<file path="config.mk">
export PLATFORM = sky130hd
export DESIGN_NAME = coin_start_seq
export DESIGN_NICKNAME = d
export VERILOG_FILES = /design/src/rtl/coin_start_seq.sv
export SDC_FILE = /design/constraint.sdc
export NUM_CORES = 1
export LEC_CHECK = 0
export ABC_CLOCK_PERIOD_IN_PS = 1900
export BUFFER_PORTS_ARGS = -buffer_cell sky130_fd_sc_hd__buf_2
export CAP_MARGIN = 5
export CORE_AREA = 2 2 61 63
export DETAILED_ROUTE_END_ITERATION = 8
export DIE_AREA = 0 0 63 65
export GPL_TIMING_DRIVEN = 0
export HOLD_SLACK_MARGIN = 0.06
export PLACE_DENSITY = 0.73
export SLEW_MARGIN = 20
export SYNTH_ARGS = -nofsm -noshare
export SYNTH_HDL_FRONTEND = slang
export SYNTH_SLANG_ARGS = --single-unit
</file>
<file path="constraint.sdc">
create_clock -name CLK -period 1.9 [get_ports CLK]
set_input_delay 0.285 -clock CLK [delete_from_list [all_inputs] [get_ports CLK]]
set_output_delay 0.285 -clock CLK [all_outputs]
set_load 0.02 [all_outputs]
</file>
<file path="src/rtl/coin_start_seq.sv">
// Turns Start 1P/2P requests into a timed coin pulse, settle gap and start pulse,
// counted in ENA ticks. Define DOUBLE_COIN_EN to make a 2P start insert two coins.
module coin_start_seq #(
  parameter int CNT_W       = 21,
  parameter int COIN_TICKS  = 600000,
  parameter int GAP_TICKS   = 1200000,
  parameter int START_TICKS = 600000
) (
  input  logic CLK,
  input  logic RESET_N,
  input  logic ENA,
  input  logic req_start1,
  input  logic req_start2,
  input  logic req_coin,
  output logic coin_out,
  output logic start1_out,
  output logic start2_out,
  output logic busy
);

  if (COIN_TICKS < 1 || GAP_TICKS < 1 || START_TICKS < 1) begin : g_bad_ticks
    $error("coin_start_seq: tick parameters must be at least 1");
  end

  localparam logic [CNT_W-1:0] COIN_LD  = CNT_W'(COIN_TICKS - 1);
  localparam logic [CNT_W-1:0] GAP_LD   = CNT_W'(GAP_TICKS - 1);
  localparam logic [CNT_W-1:0] START_LD = CNT_W'(START_TICKS - 1);

  typedef enum logic [2:0] {
    ST_IDLE,
    ST_COIN,
    ST_GAP,
    ST_START,
    ST_RELEASE
  } state_e;

  state_e           state_q, state_d;
  logic [CNT_W-1:0] cnt_q, cnt_d;
  logic [1:0]       r1_q, r1_d;
  logic [1:0]       r2_q, r2_d;
  logic [1:0]       arm_q, arm_d;
  logic             coin_q, coin_d;
  logic             sel_q, sel_d;
  logic             busy_q, busy_d;
  logic [1:0]       rise;
`ifdef DOUBLE_COIN_EN
  logic             coin_idx_q, coin_idx_d;
`endif

  always_ff @(posedge CLK or negedge RESET_N) begin
    if (!RESET_N) begin
      state_q    <= ST_IDLE;
      cnt_q      <= '0;
      r1_q       <= '0;
      r2_q       <= '0;
      arm_q      <= '0;
      coin_q     <= 1'b0;
      sel_q      <= 1'b0;
      busy_q     <= 1'b0;
`ifdef DOUBLE_COIN_EN
      coin_idx_q <= 1'b0;
`endif
    end else begin
      state_q    <= state_d;
      cnt_q      <= cnt_d;
      r1_q       <= r1_d;
      r2_q       <= r2_d;
      arm_q      <= arm_d;
      coin_q     <= coin_d;
      sel_q      <= sel_d;
      busy_q     <= busy_d;
`ifdef DOUBLE_COIN_EN
      coin_idx_q <= coin_idx_d;
`endif
    end
  end

  // Edge detect is armed only once both sample stages hold post-reset data,
  // so a button held through reset is not mistaken for a fresh press.
  always_comb begin
    r1_d   = {req_start2, req_start1};
    r2_d   = r1_q;
    arm_d  = {arm_q[0], 1'b1};
    coin_d = req_coin;
    busy_d = (state_q != ST_IDLE);
    rise   = r1_q & ~r2_q & {2{arm_q[1]}};
  end

  always_comb begin
    state_d    = state_q;
    cnt_d      = cnt_q;
    sel_d      = sel_q;
`ifdef DOUBLE_COIN_EN
    coin_idx_d = coin_idx_q;
`endif
    case (state_q)
      ST_IDLE: begin
        if (|rise) begin
          sel_d   = ~rise[0];
          cnt_d   = COIN_LD;
          state_d = ST_COIN;
`ifdef DOUBLE_COIN_EN
          coin_idx_d = 1'b0;
`endif
        end
      end
      ST_COIN: begin
        if (ENA) begin
          if (cnt_q == '0) begin
            cnt_d   = GAP_LD;
            state_d = ST_GAP;
          end else begin
            cnt_d = cnt_q - CNT_W'(1);
          end
        end
      end
      ST_GAP: begin
        if (ENA) begin
          if (cnt_q == '0) begin
`ifdef DOUBLE_COIN_EN
            if (sel_q && !coin_idx_q) begin
              coin_idx_d = 1'b1;
              cnt_d      = COIN_LD;
              state_d    = ST_COIN;
            end else begin
              cnt_d   = START_LD;
              state_d = ST_START;
            end
`else
            cnt_d   = START_LD;
            state_d = ST_START;
`endif
          end else begin
            cnt_d = cnt_q - CNT_W'(1);
          end
        end
      end
      ST_START: begin
        if (ENA) begin
          if (cnt_q == '0) begin
            state_d = ST_RELEASE;
          end else begin
            cnt_d = cnt_q - CNT_W'(1);
          end
        end
      end
      ST_RELEASE: begin
        if (r1_q == '0) begin
          state_d = ST_IDLE;
        end
      end
      default: state_d = ST_IDLE;
    endcase
  end

  always_comb begin
    coin_out   = (state_q == ST_COIN) | coin_q;
    start1_out = (state_q == ST_START) & ~sel_q;
    start2_out = (state_q == ST_START) & sel_q;
    busy       = busy_q;
  end

endmodule

</file>
**Yosys cells after proc, flatten, opt, wreduce, memory -nomap -nowiden**

Index checks and enable logic that the tools add are counted.

- Flip-flop bits (word level): 33
- Latch bits: 0
- Bits in writable memories: 0
- Memory bits (read-only): 0
- Output and inout bits: 4
- Logic and storage cells: 56
- Memories kept: 0

- $add $sub $neg: 1
- Multipliers: 0
- Divide/modulo/power cells: 0
- Magnitude comparators: 0
- Eq/ne operators: 13
- Shift operators: 0
- Mux-type cells: 17
- Bitwise logic cells: 8
- Reductions and logical operators: 9

Operators with widths:

| cell | number |
|---|---|
| $mux W21 | 7 |
| $pmux W21 S4 | 1 |
| $mux W3 | 8 |
| $logic_not A21 Y1 | 1 |
| $sub A21 B1 Y21 const B | 1 |
| $ne A2 B2 Y1 const B | 9 |
| $pmux W3 S5 | 1 |
| $reduce_and A8 Y1 | 1 |
| $eq A3 B2 Y1 const B | 2 |
| $reduce_and A6 Y1 | 1 |
| $and A2 B2 Y2 | 2 |
| $reduce_bool A4 Y1 | 1 |
| $eq A3 B1 Y1 const B | 1 |
| $eq A3 B3 Y1 const B | 1 |
| $logic_not A3 Y1 | 1 |
| $reduce_bool A3 Y1 | 1 |
| $and A1 B1 Y1 | 2 |
| $logic_not A2 Y1 | 1 |
| $not A1 Y1 | 2 |
| $not A2 Y2 | 1 |
| $reduce_and A2 Y1 | 1 |
| $reduce_or A2 Y1 | 1 |
| $or A1 B1 Y1 | 1 |

**Longest topological paths before layout**

Gate-level depths: netlist of run 1.

- Depth in word-level cells: 6
- Gate-level depth with buffers: 8
- Mapped depth without buffers: 6

**Worst setup path after synthesis of run 1**

No wires, ideal clock.

- Path kind: register to register
- From: reg cnt_q[12]
- To: reg state_q[1]
- Library setup time: 104 ps
- Arrival: 1972 ps
- Required time: 1796 ps
- Path slack: -176 ps
- Stages on the path, launching flop included: 6
- Buffers on the path: 0
- Period minus slack after synthesis: 2076 ps
- Path through: dfrtp_1 > nor4_1 > nand2_2 > nor4_4 > or4b_1 > o311ai_1

- Cells in the longest elaborated chain, start to end: 3

Ends and longest elaborated chain:

| item | line | text |
|---|---|---|
| start: declaration | 38 | `logic [CNT_W-1:0] cnt_q, cnt_d;` |
| start signal: assignment | 65 | `cnt_q <= cnt_d;` |
| $logic_not A21 Y1 (*) | 109, 119, 140 |  |
| $ne A2 B2 Y1 (no source line) | -- |  |
| $reduce_and A8 Y1 (no source line) (*) | -- |  |
| end signal: assignment | 64 | `state_q <= state_d;` |
| end: declaration | 37 | `state_e state_q, state_d;` |

Every way passes the cells marked *; elsewhere a longest branch is shown, timed or not.
A chain may end at the register's enable or synchronous reset.

**Final worst setup path of run 1**

- From: reg cnt_q[7]
- To: reg cnt_q[8]

- Cells in the longest elaborated chain, start to end: 4

Ends and longest elaborated chain:

| item | line | text |
|---|---|---|
| $sub A21 B1 Y21 or $logic_not A21 Y1 (tied branches) | -- |  |
| $mux W21, on equally long branches | 140, 109, 119 |  |
| $mux W21, on equally long branches | 139, 108, 118 |  |
| $pmux W21 S4 | 96 | `case (state_q)` |

Parallel ways exist; a longest one is shown, timed or not. The select of a mux whose other input is x is not followed.

==> results of run 1 <==
==> state kept, by name (all words and copies together) (netlist names) <==
register	count
busy	1
r1_q	2
sel_q	1
state_q	3
coin_q	1
cnt_q	21
r2_q	2
arm_q	2
==> area by class of cell <==
cell class	count	area (um2)	share of cell area
buffer	5	42.5	0.0171
clock buffer	6	51.3	0.0206
timing repair buffer	38	288	0.116
inverter	6	22.5	0.00906
sequential	33	835	0.336
multi-input combinational	140	1150	0.463
clock inverter	2	37.5	0.0151
tap	48	60.1	0.0242
==> cells in the mapped netlist, drive strengths merged, types with 2 or more instances <==
master,n
or4,5
a31oi,7
o21ai,14
dfrtp,33
a22oi,2
inv,6
a21boi,2
nand3b,2
o21a,2
nor2,15
a21oi,12
o31ai,3
or2,3
nand3,5
nand4,2
o22ai,2
a2bb2oi,2
o2bb2ai,3
nor4b,2
buf,6
nand2,13
and4,2
nor4,7
or3,5
o22a,3
nor2b,3
nor3,7
==> what timing repair did <==
item / 4_1_cts / 5_1_grt
buffers inserted: 13 / 10
endpoints found under the hold margin: 36 / 0
gates resized for setup: 25 / 25
pin swaps: 15 / 12
cloned: 2 / 0
endpoints found under the setup margin: 24 / 25
hold buffers: 4 / 0
==> kinds of logic after synthesis <==
kind of cell	after synthesis	share of synthesized area
AOI/OAI and AO/OA	62	0.231
xor gates and xnor gates	1	0.00483
adders and majority gates	1	0.00690
buffers and inverters	13	0.0324
DFF	33	0.455
other	1	0.00207
and+or+nand+nor	75	0.268
==> stage by stage <==
stage,power (mW),area [um2],utilization,hold WS (ps),std cells
finish,1.92,2490,0.711,367,278
floorplan,1.07,1890,-,-10.6,186
CTS,1.82,2310,0.661,367,268
detailed placement,1.15,1990,0.571,341,243
global route,2.02,2490,0.711,381,278
global placement,1.13,1990,0.571,335,243
==> cell usage in the layout (no fill, tap or decap), drive strengths merged, types with 2 or more instances in the layout <==
cell and count:
nand2 13, o2bb2ai 3, o21ai 14, o22a 3, nor2b 3, nor2 15, o21a 2, buf 38
clkbuf 7, nand3 5, o22ai 2, nand3b 2, dfrtp 33, nor4b 2, a31oi 7, nand4 2
o31ai 3, a21boi 2, or4 5, a2bb2oi 2, a21oi 12, inv 6, nor3 7, and4 2
dlygate4sd3 4, a22oi 2, or2 3, nor4 7, or3 5
==> power breakdown <==
group	total, mW	switching [mW]	leakage [nW]	internal, mW
sequential	0.896	0.115	0.375	0.780
combinational	0.444	0.228	0.543	0.216
clock	0.576	0.263	0.0445	0.313
total	1.92	0.607	0.963	1.31
==> routing by layer <==
| layer | track usage | vias to the layer above |
|---|---|---|
| met4 | 0.119 | 0 |
| met1 | 0.325 | 857 |
| met2 | 0.412 | 59 |
| li1 | - | 809 |
| met3 | 0.0608 | 13 |
| met5 | 0 | - |
==> how the worst max path moves through the flow <==
stage / start / cells past startpoint / end / slack (ps)
global placement: cnt_q[5]$_DFFE_PN0P_ / 5 / cnt_q[15]$_DFFE_PN0P_ / -330
finish: cnt_q[7]$_DFFE_PN0P_ / 8 / cnt_q[8]$_DFFE_PN0P_ / -280
floorplan: cnt_q[5]$_DFFE_PN0P_ / 5 / cnt_q[15]$_DFFE_PN0P_ / -150
CTS: cnt_q[13]$_DFFE_PN0P_ / 6 / cnt_q[16]$_DFFE_PN0P_ / -220
detailed placement: cnt_q[5]$_DFFE_PN0P_ / 5 / state_q[1]$_DFFE_PN0P_ / -390
global route: cnt_q[3]$_DFFE_PN0P_ / 6 / state_q[1]$_DFFE_PN0P_ / -330
==> qor.csv, run 1 <==
metric,value,unit
Clock transition at path regs,120,ps
worst reg2reg endpoint,cnt_q[8]$_DFFE_PN0P_,
post-synthesis net count,193,
worst-margin pin slew,745,ps
DP HPWL,2.87,mm
layout cells sized above 1,0.417,
pin count of the biggest net entering global routing,34,
Routed Antenna Nets,0,
"worst slack, placed",-392,ps
CTS tree,done,
clk_skew,10.8,ps
Die W,63,um
Post-Syn Area,0.00181,mm2
# diodes,0,
Nets,236,
DRC viols,0,
Final setup viols,21,
crit path time final,2180,ps
Post-synth EDFFs,0,
Slew HR,0.503,
outcome,"complete, but fails checks",
CP Capture Type,register,
Fmax,0.459,GHz
Pre-antenna DRT Iters,4,
Top delay family on crit path,simple AND/OR/NAND/NOR gates,
Post-Syn Area per Cell,9.75,um2
Total GRT Usage,0.256,
worst path bufs/invs,3,
chip height,65,um
Final period util,1.15,
"buffers from clock root to sink, at most",2,
synth top area cells,"dfrtp_1 (46%), a21oi_1 (3.3%), o21ai_0 (3.0%)",
hold_sp,arm_q[0]$_DFF_PN0_,
area delta synth->final,37.0,%
sequential area share after synthesis,0.455,
WP data arrival,2460,ps
initial antenna violation count,0,
unrepaired setup endpoints after global routing,yes,
Site Rows,22,
port bufs,9,
WHS Path Cells,0,
highest metal used,met4,
Yosys top cell area share,0.455,
"FFs w/ async S/R, synth",1.00,
Hold EP,arm_q[1]$_DFF_PN0_,
Main synth FF type,dfrtp_1,
Final Max Slew Viols,0,
crit path kind,reg2reg,
vias in the first global route,1663,
Max Cap Viol,0,
filler cell count,255,
Synth cell types,55,
clk sink count,33,
Root Driver,clkbuf_4,
Initial Utilization,0.519,
vias per inst,6.25,
Core Area,0.00350,mm2
Worst path most repeated cell,buf_4,
GR Overflow Total,0,
routed vias,1738,
worst endpoint required time,2180,ps
cell count of the worst reg-to-reg path,8,
die area,0.00410,mm2
critical path cell sequence,nor4_4 -> buf_4 -> buf_4 -> and4_2 -> a22o_1 -> buf_4 -> or4_1 -> nand3_1,
Critical Path Slowest Stage Cell,or4_1,
Worst R2R Start,cnt_q[7]$_DFFE_PN0P_,
final worst slack,-280,ps
Total Neg Setup Slack,-3640,ps
Post-Route M1 WL,2.08,mm
first-pass GRT wire length,8.07,mm
clk_lat worst skew,350,ps
Final Hold Viols,0,
Hold Path Class,reg2reg,
Startpoint Class,register,
DR iter-0 viols,111,
synth warn,0,
#FFs+latches synth,33,
Post-Route WL,4.94,mm
Leak,0.963,nW
failing checks,negative setup slack,
routed length per instance,17.8,um
RD Place Congestion,0.823,
VDD IR-drop max,0.000601,V
"Largest stage delay, worst path",480,ps
I/O Pins,10,
H-tree depth,2,
post-synthesis cell count,186,
met3 wire len,276,um
Max Fanout on Critical Path,5,
"area leader, netlist",dfrtp_1,
TritonCTS Buffers,5,
r2r setup slk,-280,ps
WL met2,2.45,mm
P per Cell Area,770,mW/mm2
No activity file was read; power rests on OpenSTA's default activity.
==> inputs of run 2 (changes only) <==
Settings changed: SKIP_CTS_REPAIR_TIMING set to 1.
==> qor.csv, run 2 (synthesis gave the netlist of run 1 again) <==
metric,value,unit,change
Site Rows,22,,unchanged
Die W,63,um,unchanged
Leak,0.914,nW,was 0.963 nW
Final setup viols,21,,unchanged
Nets,226,,was 236
Max Fanout on Critical Path,6,,was 5
Initial Utilization,0.519,,unchanged
routed vias,1619,,was 1738
DR iter-0 viols,94,,was 111
routed length per instance,16.6,um,was 17.8 um
GR Overflow Total,0,,unchanged
Reg area,836,um2,was 835 um2
layout cells sized above 1,0.377,,was 0.417
unrepaired setup endpoints after global routing,yes,,unchanged
"commonest non-fill, non-tap cells in the layout","dfrtp_1 (25), buf_4 (13), nor2_1 (13)",,"was dfrtp_1 (26), buf_4 (22), nor2_1 (12), nand2_1 (12), buf_2 (10)"
filler cell count,277,,was 255
CTS tree,done,,unchanged
P per Cell Area,771,mW/mm2,was 770 mW/mm2
I/O Pins,10,,unchanged
sequential group share of total power,0.482,,was 0.468
critical path cell sequence,or4_4 -> nor4b_4 -> buf_4 -> a22oi_2 -> buf_6 -> a31oi_1 -> o21ai_1,,was nor4_4 -> buf_4 -> buf_4 -> and4_2 -> a22o_1 -> buf_4 -> or4_1 -> nand3_1
switch share,0.306,,was 0.317
Startpoint Class,register,,unchanged
vias in the first global route,1533,,was 1663
internal power,1.27,mW,was 1.31 mW
CP Capture Type,register,,unchanged
VDD IR-drop max,0.000570,V,was 0.000601 V
Post-Route WL,4.45,mm,was 4.94 mm
Min Hold Slack,367,ps,about the same
"Largest stage delay, worst path",590,ps,was 480 ps
Total GRT Usage,0.225,,was 0.256
WP data arrival,2420,ps,was 2460 ps
failing checks,negative setup slack,,unchanged
biggest regs,"cnt_q x21, state_q x3",,unchanged
max reg flops,21,,unchanged
pin count of the biggest net entering global routing,34,,unchanged
die area,0.00410,mm2,unchanged
initial antenna violation count,0,,unchanged
Core Area,0.00350,mm2,unchanged
vias per inst,6.04,,was 6.25
area delta synth->final,31.3,%,was 37.0%
final worst slack,-292,ps,was -280 ps
final core occ,0.681,,was 0.711
Slew HR,0.502,,was 0.503
H-tree depth,2,,unchanged
Clk pwr share,0.310,,was 0.301
outcome,"complete, but fails checks",,unchanged
"most common cell after layout, fill and taps aside",dfrtp_1,,unchanged
clk_skew,4.00,ps,was 10.8 ps
clk sink count,33,,unchanged
port bufs,9,,unchanged
clk_lat worst skew,340,ps,was 350 ps
Final Max Slew Viols,0,,unchanged
crit path kind,reg2reg,,unchanged
DP HPWL,2.87,mm,unchanged
crit path time final,2190,ps,was 2180 ps
first-pass GRT wire length,7.18,mm,was 8.07 mm
worst endpoint required time,2130,ps,was 2180 ps
Max Cap Viol,0,,unchanged
chip height,65,um,unchanged
Top reg by flops,cnt_q,,unchanged
Final Hold Viols,0,,unchanged
Fmax,0.456,GHz,was 0.459 GHz
TritonCTS Buffers,5,,unchanged
Routed Antenna Nets,0,,unchanged
net switching power figure,562,uW,was 607 uW
Pre-antenna DRT Iters,4,,unchanged
Critical Path Slowest Stage Cell,or4_4,,was or4_1
# diodes,0,,unchanged
worst-margin pin slew,748,ps,was 745 ps
Clock transition at path regs,110,ps,was 120 ps
Final period util,1.15,,about the same
Hold Path Class,reg2reg,,unchanged
Root Driver,clkbuf_4,,unchanged
power share of the combinational group,0.208,,was 0.232
DRC viols,0,,unchanged
"buffers from clock root to sink, at most",2,,unchanged
RD Place Congestion,0.823,,unchanged
area of the multi-input gates,0.00112,mm2,was 0.00115 mm2
-- run 2: changes by cell type in the layout (fill, tap and decap cells not counted), moves of 3 or more --
cell / delta
o21ai_2: -3
a21oi_2: -3
buf_4: -9
o21ai_0: +3
a21oi_1: +4
-- run 2: layer usage --
layer	GRT usage	routed length, um
met1	0.295	1880
met2	0.362	2220
met3	0.0486	257
met4	0.0944	95
met5	0	0
-- run 2: layout make-up --
class,count,share of cell area
well taps,48,0.0252
repair buffers,28,0.0903
multi-input cells,140,0.469
flip-flops and latches,33,0.351
inverters,6,0.00945
clock inverters,2,0.0158
plain buffers,5,0.0179
clock buffers,6,0.0215
-- run 2: stage by stage --
step	area (um2)	TNS [ps]	cells	setup WS, ps	total power, mW
after global routing	2380	-5830	268	-338	1.94
after CTS	2080	-6550	251	-423	1.72
after global placement	1990	-4510	243	-326	1.13
after floorplan	1890	-441	186	-149	1.07
after detailed placement	1990	-5890	243	-392	1.15
final	2380	-4160	268	-292	1.84
-- run 2: worst paths after layout --
check | cells past startpoint | from | end | slack, ps
min | 0 | arm_q[0]$_DFF_PN0_ | arm_q[1]$_DFF_PN0_ | 370
min reg2reg | 0 | arm_q[0]$_DFF_PN0_ | arm_q[1]$_DFF_PN0_ | 370
max reg2reg | 7 | cnt_q[13]$_DFFE_PN0P_ | cnt_q[4]$_DFFE_PN0P_ | -290
max | 7 | cnt_q[13]$_DFFE_PN0P_ | cnt_q[4]$_DFFE_PN0P_ | -290
max in group asynchronous | 2 | RESET_N | cnt_q[6]$_DFFE_PN0P_ | 850
min in group asynchronous | 2 | RESET_N | cnt_q[19]$_DFFE_PN0P_ | 540
-- run 2: power groups by stage --
stage          Clock, mW  Combinational [mW]  Sequential, mW
2_1_floorplan          0               0.204           0.863
3_3_place_gp           0               0.249           0.877
3_5_place_dp           0               0.269           0.882
4_1_cts            0.577               0.271           0.868
5_1_grt            0.621               0.422           0.901
6_report           0.569               0.382           0.884
-- run 2: worst max-delay path: cells and delay by family (launching register included) --
family | cells | cell delay (ps)
buffers and inverters | 2 | 340
AOI/OAI and AO/OA | 3 | 380
and+or+nand+nor | 2 | 900
DFF | 1 | 460
==> inputs of run 3 (changes only) <==
Settings changed: CORE_AREA 2 2 61 63 to 2 2 65 67, DIE_AREA 0 0 63 65 to 0 0 67 69, PLACE_DENSITY 0.73 to 0.66.
==> qor.csv, run 3 (synthesis gave the netlist of run 1 again) <==
metric,value,unit,change
pin count of the biggest net entering global routing,34,,unchanged
first-pass GRT wire length,7.16,mm,was 7.18 mm
DP HPWL,3.09,mm,was 2.87 mm
Max Fanout on Critical Path,6,,unchanged
H-tree depth,2,,unchanged
initial antenna violation count,0,,unchanged
DRC viols,0,,unchanged
Final Cell Area,0.00241,mm2,was 0.00238 mm2
Total Neg Setup Slack,-5110,ps,was -4160 ps
Startpoint Class,register,,unchanged
placed inst area,0.00200,mm2,was 0.00199 mm2
worst path bufs/invs,1,,was 2
Hold Path Class,in2async,,was reg2reg
die area,0.00462,mm2,was 0.00410 mm2
"commonest non-fill, non-tap cells in the layout","dfrtp_1 (28), nor2_1 (12), buf_4 (12)",,"was dfrtp_1 (25), buf_4 (13), nor2_1 (13)"
I/O Pins,10,,unchanged
Max Cap Viol,0,,unchanged
"buffers from clock root to sink, at most",2,,unchanged
clk_skew,7.64,ps,was 4.00 ps
Pwr Total,1.99,mW,was 1.84 mW
CTS tree,done,,unchanged
Final period util,1.18,,was 1.15
WP data arrival,2390,ps,was 2420 ps
Routed Antenna Nets,0,,unchanged
"Largest stage delay, worst path",600,ps,was 590 ps
worst-margin pin slew,738,ps,was 748 ps
VDD IR-drop max,0.000645,V,was 0.000570 V
Site Rows,23,,was 22
vias in the first global route,1497,,was 1533
outcome,"complete, but fails checks",,unchanged
Top reg by flops,cnt_q,,unchanged
"non-filler cells, final",268,,unchanged
GR Overflow Total,0,,unchanged
Slew HR,0.508,,was 0.502
P per Cell Area,826,mW/mm2,was 771 mW/mm2
routed vias,1648,,was 1619
Critical Path Slowest Stage Cell,or4_4,,unchanged
Top delay family on crit path,simple AND/OR/NAND/NOR gates,,unchanged
Cells after DPL,245,,was 243
Leak,0.942,nW,was 0.914 nW
"most common cell after layout, fill and taps aside",dfrtp_1,,unchanged
max reg flops,21,,unchanged
Clock transition at path regs,80,ps,was 110 ps
crit path kind,reg2reg,,unchanged
r2r setup slk,-340,ps,was -290 ps
clk sink count,33,,unchanged
crit path time final,2240,ps,was 2190 ps
Min Hold Slack,56.0,ps,was 367 ps
area delta synth->final,33.1,%,was 31.3%
layout cells sized above 1,0.390,,was 0.377
Initial Utilization,0.464,,was 0.519
Final setup viols,22,,was 21
Root Driver,clkbuf_8,,was clkbuf_4
DR iter-0 viols,134,,was 94
routed length per instance,18.4,um,was 16.6 um
biggest regs,"cnt_q x21, state_q x3",,unchanged
critical path cell sequence,or4_4 -> nor4b_4 -> a22oi_2 -> buf_6 -> a31oi_2 -> o21ai_1,,was or4_4 -> nor4b_4 -> buf_4 -> a22oi_2 -> buf_6 -> a31oi_1 -> o21ai_1
# diodes,0,,unchanged
Total GRT Usage,0.202,,was 0.225
Fmax,0.447,GHz,was 0.456 GHz
Pre-antenna DRT Iters,4,,unchanged
final worst slack,-336,ps,was -292 ps
Core Area,0.00391,mm2,was 0.00350 mm2
unrepaired setup endpoints after global routing,yes,,unchanged
port bufs,9,,unchanged
Post-Route WL,4.93,mm,was 4.45 mm
vias per inst,6.15,,was 6.04
chip height,69,um,was 65 um
Final Max Slew Viols,0,,unchanged
clk_lat worst skew,290,ps,was 340 ps
Final Hold Viols,0,,unchanged
Die W,67,um,was 63 um
worst endpoint required time,2060,ps,was 2130 ps
Nets,224,,was 226
RD Place Congestion,0.854,,was 0.823
TritonCTS Buffers,5,,unchanged
failing checks,negative setup slack,,unchanged
CP Capture Type,register,,unchanged
[run 3: cell count changes in the layout (fill, tap and decap cells not counted), sizes merged]
cell,change
dlygate4sd3,-4
buf,+1
clkbuf,+1
[run 3: metal layers]
layer	track usage	wire length [um]
met2	0.314	2580
met3	0.0506	198
met1	0.278	2080
met4	0.0567	64
met5	0	0
[run 3: power by group]
part           switching, mW  internal (mW)  leakage [nW]
Sequential             0.116          0.778         0.378
Clock                  0.279          0.427        0.0574
Combinational          0.217          0.177         0.507
[run 3: worst paths after layout]
check / startpoint / cells after the start / end
worst max-delay path: cnt_q[13]$_DFFE_PN0P_ / 6 / cnt_q[4]$_DFFE_PN0P_
worst min-delay path: RESET_N / 1 / state_q[1]$_DFFE_PN0P_
worst max register to register: cnt_q[13]$_DFFE_PN0P_ / 6 / cnt_q[4]$_DFFE_PN0P_
worst min register to register: arm_q[0]$_DFF_PN0_ / 0 / arm_q[1]$_DFF_PN0_
max in group asynchronous: RESET_N / 1 / cnt_q[2]$_DFFE_PN0P_
min in group CLK: req_start2 / 1 / r1_q[1]$_DFF_PN0_
[run 3: worst register-to-register path, stage by stage (launching register included)]
cell     delay, ps
dfrtp_2        450
or4_4          600
nor4b_4        400
a22oi_2        180
buf_6          170
a31oi_2        200
o21ai_1        100
[run 3: cell type report]
type	instances	area, um2
Fill cell	345	1500
Multi-Input combinational cell	140	1140
Sequential cell	33	832
Timing Repair Buffer	26	200
Clock buffer	6	82.6
Tap cell	50	62.6
Buffer	5	40.0
Clock inverter	2	37.5
Inverter	6	22.5
[run 3: metrics by stage]
step	utilization	setup WS, ps
2_1_floorplan	-	-149
3_3_place_gp	0.510	-365
3_5_place_dp	0.510	-429
4_1_cts	0.541	-452
5_1_grt	0.617	-398
6_report	0.617	-336
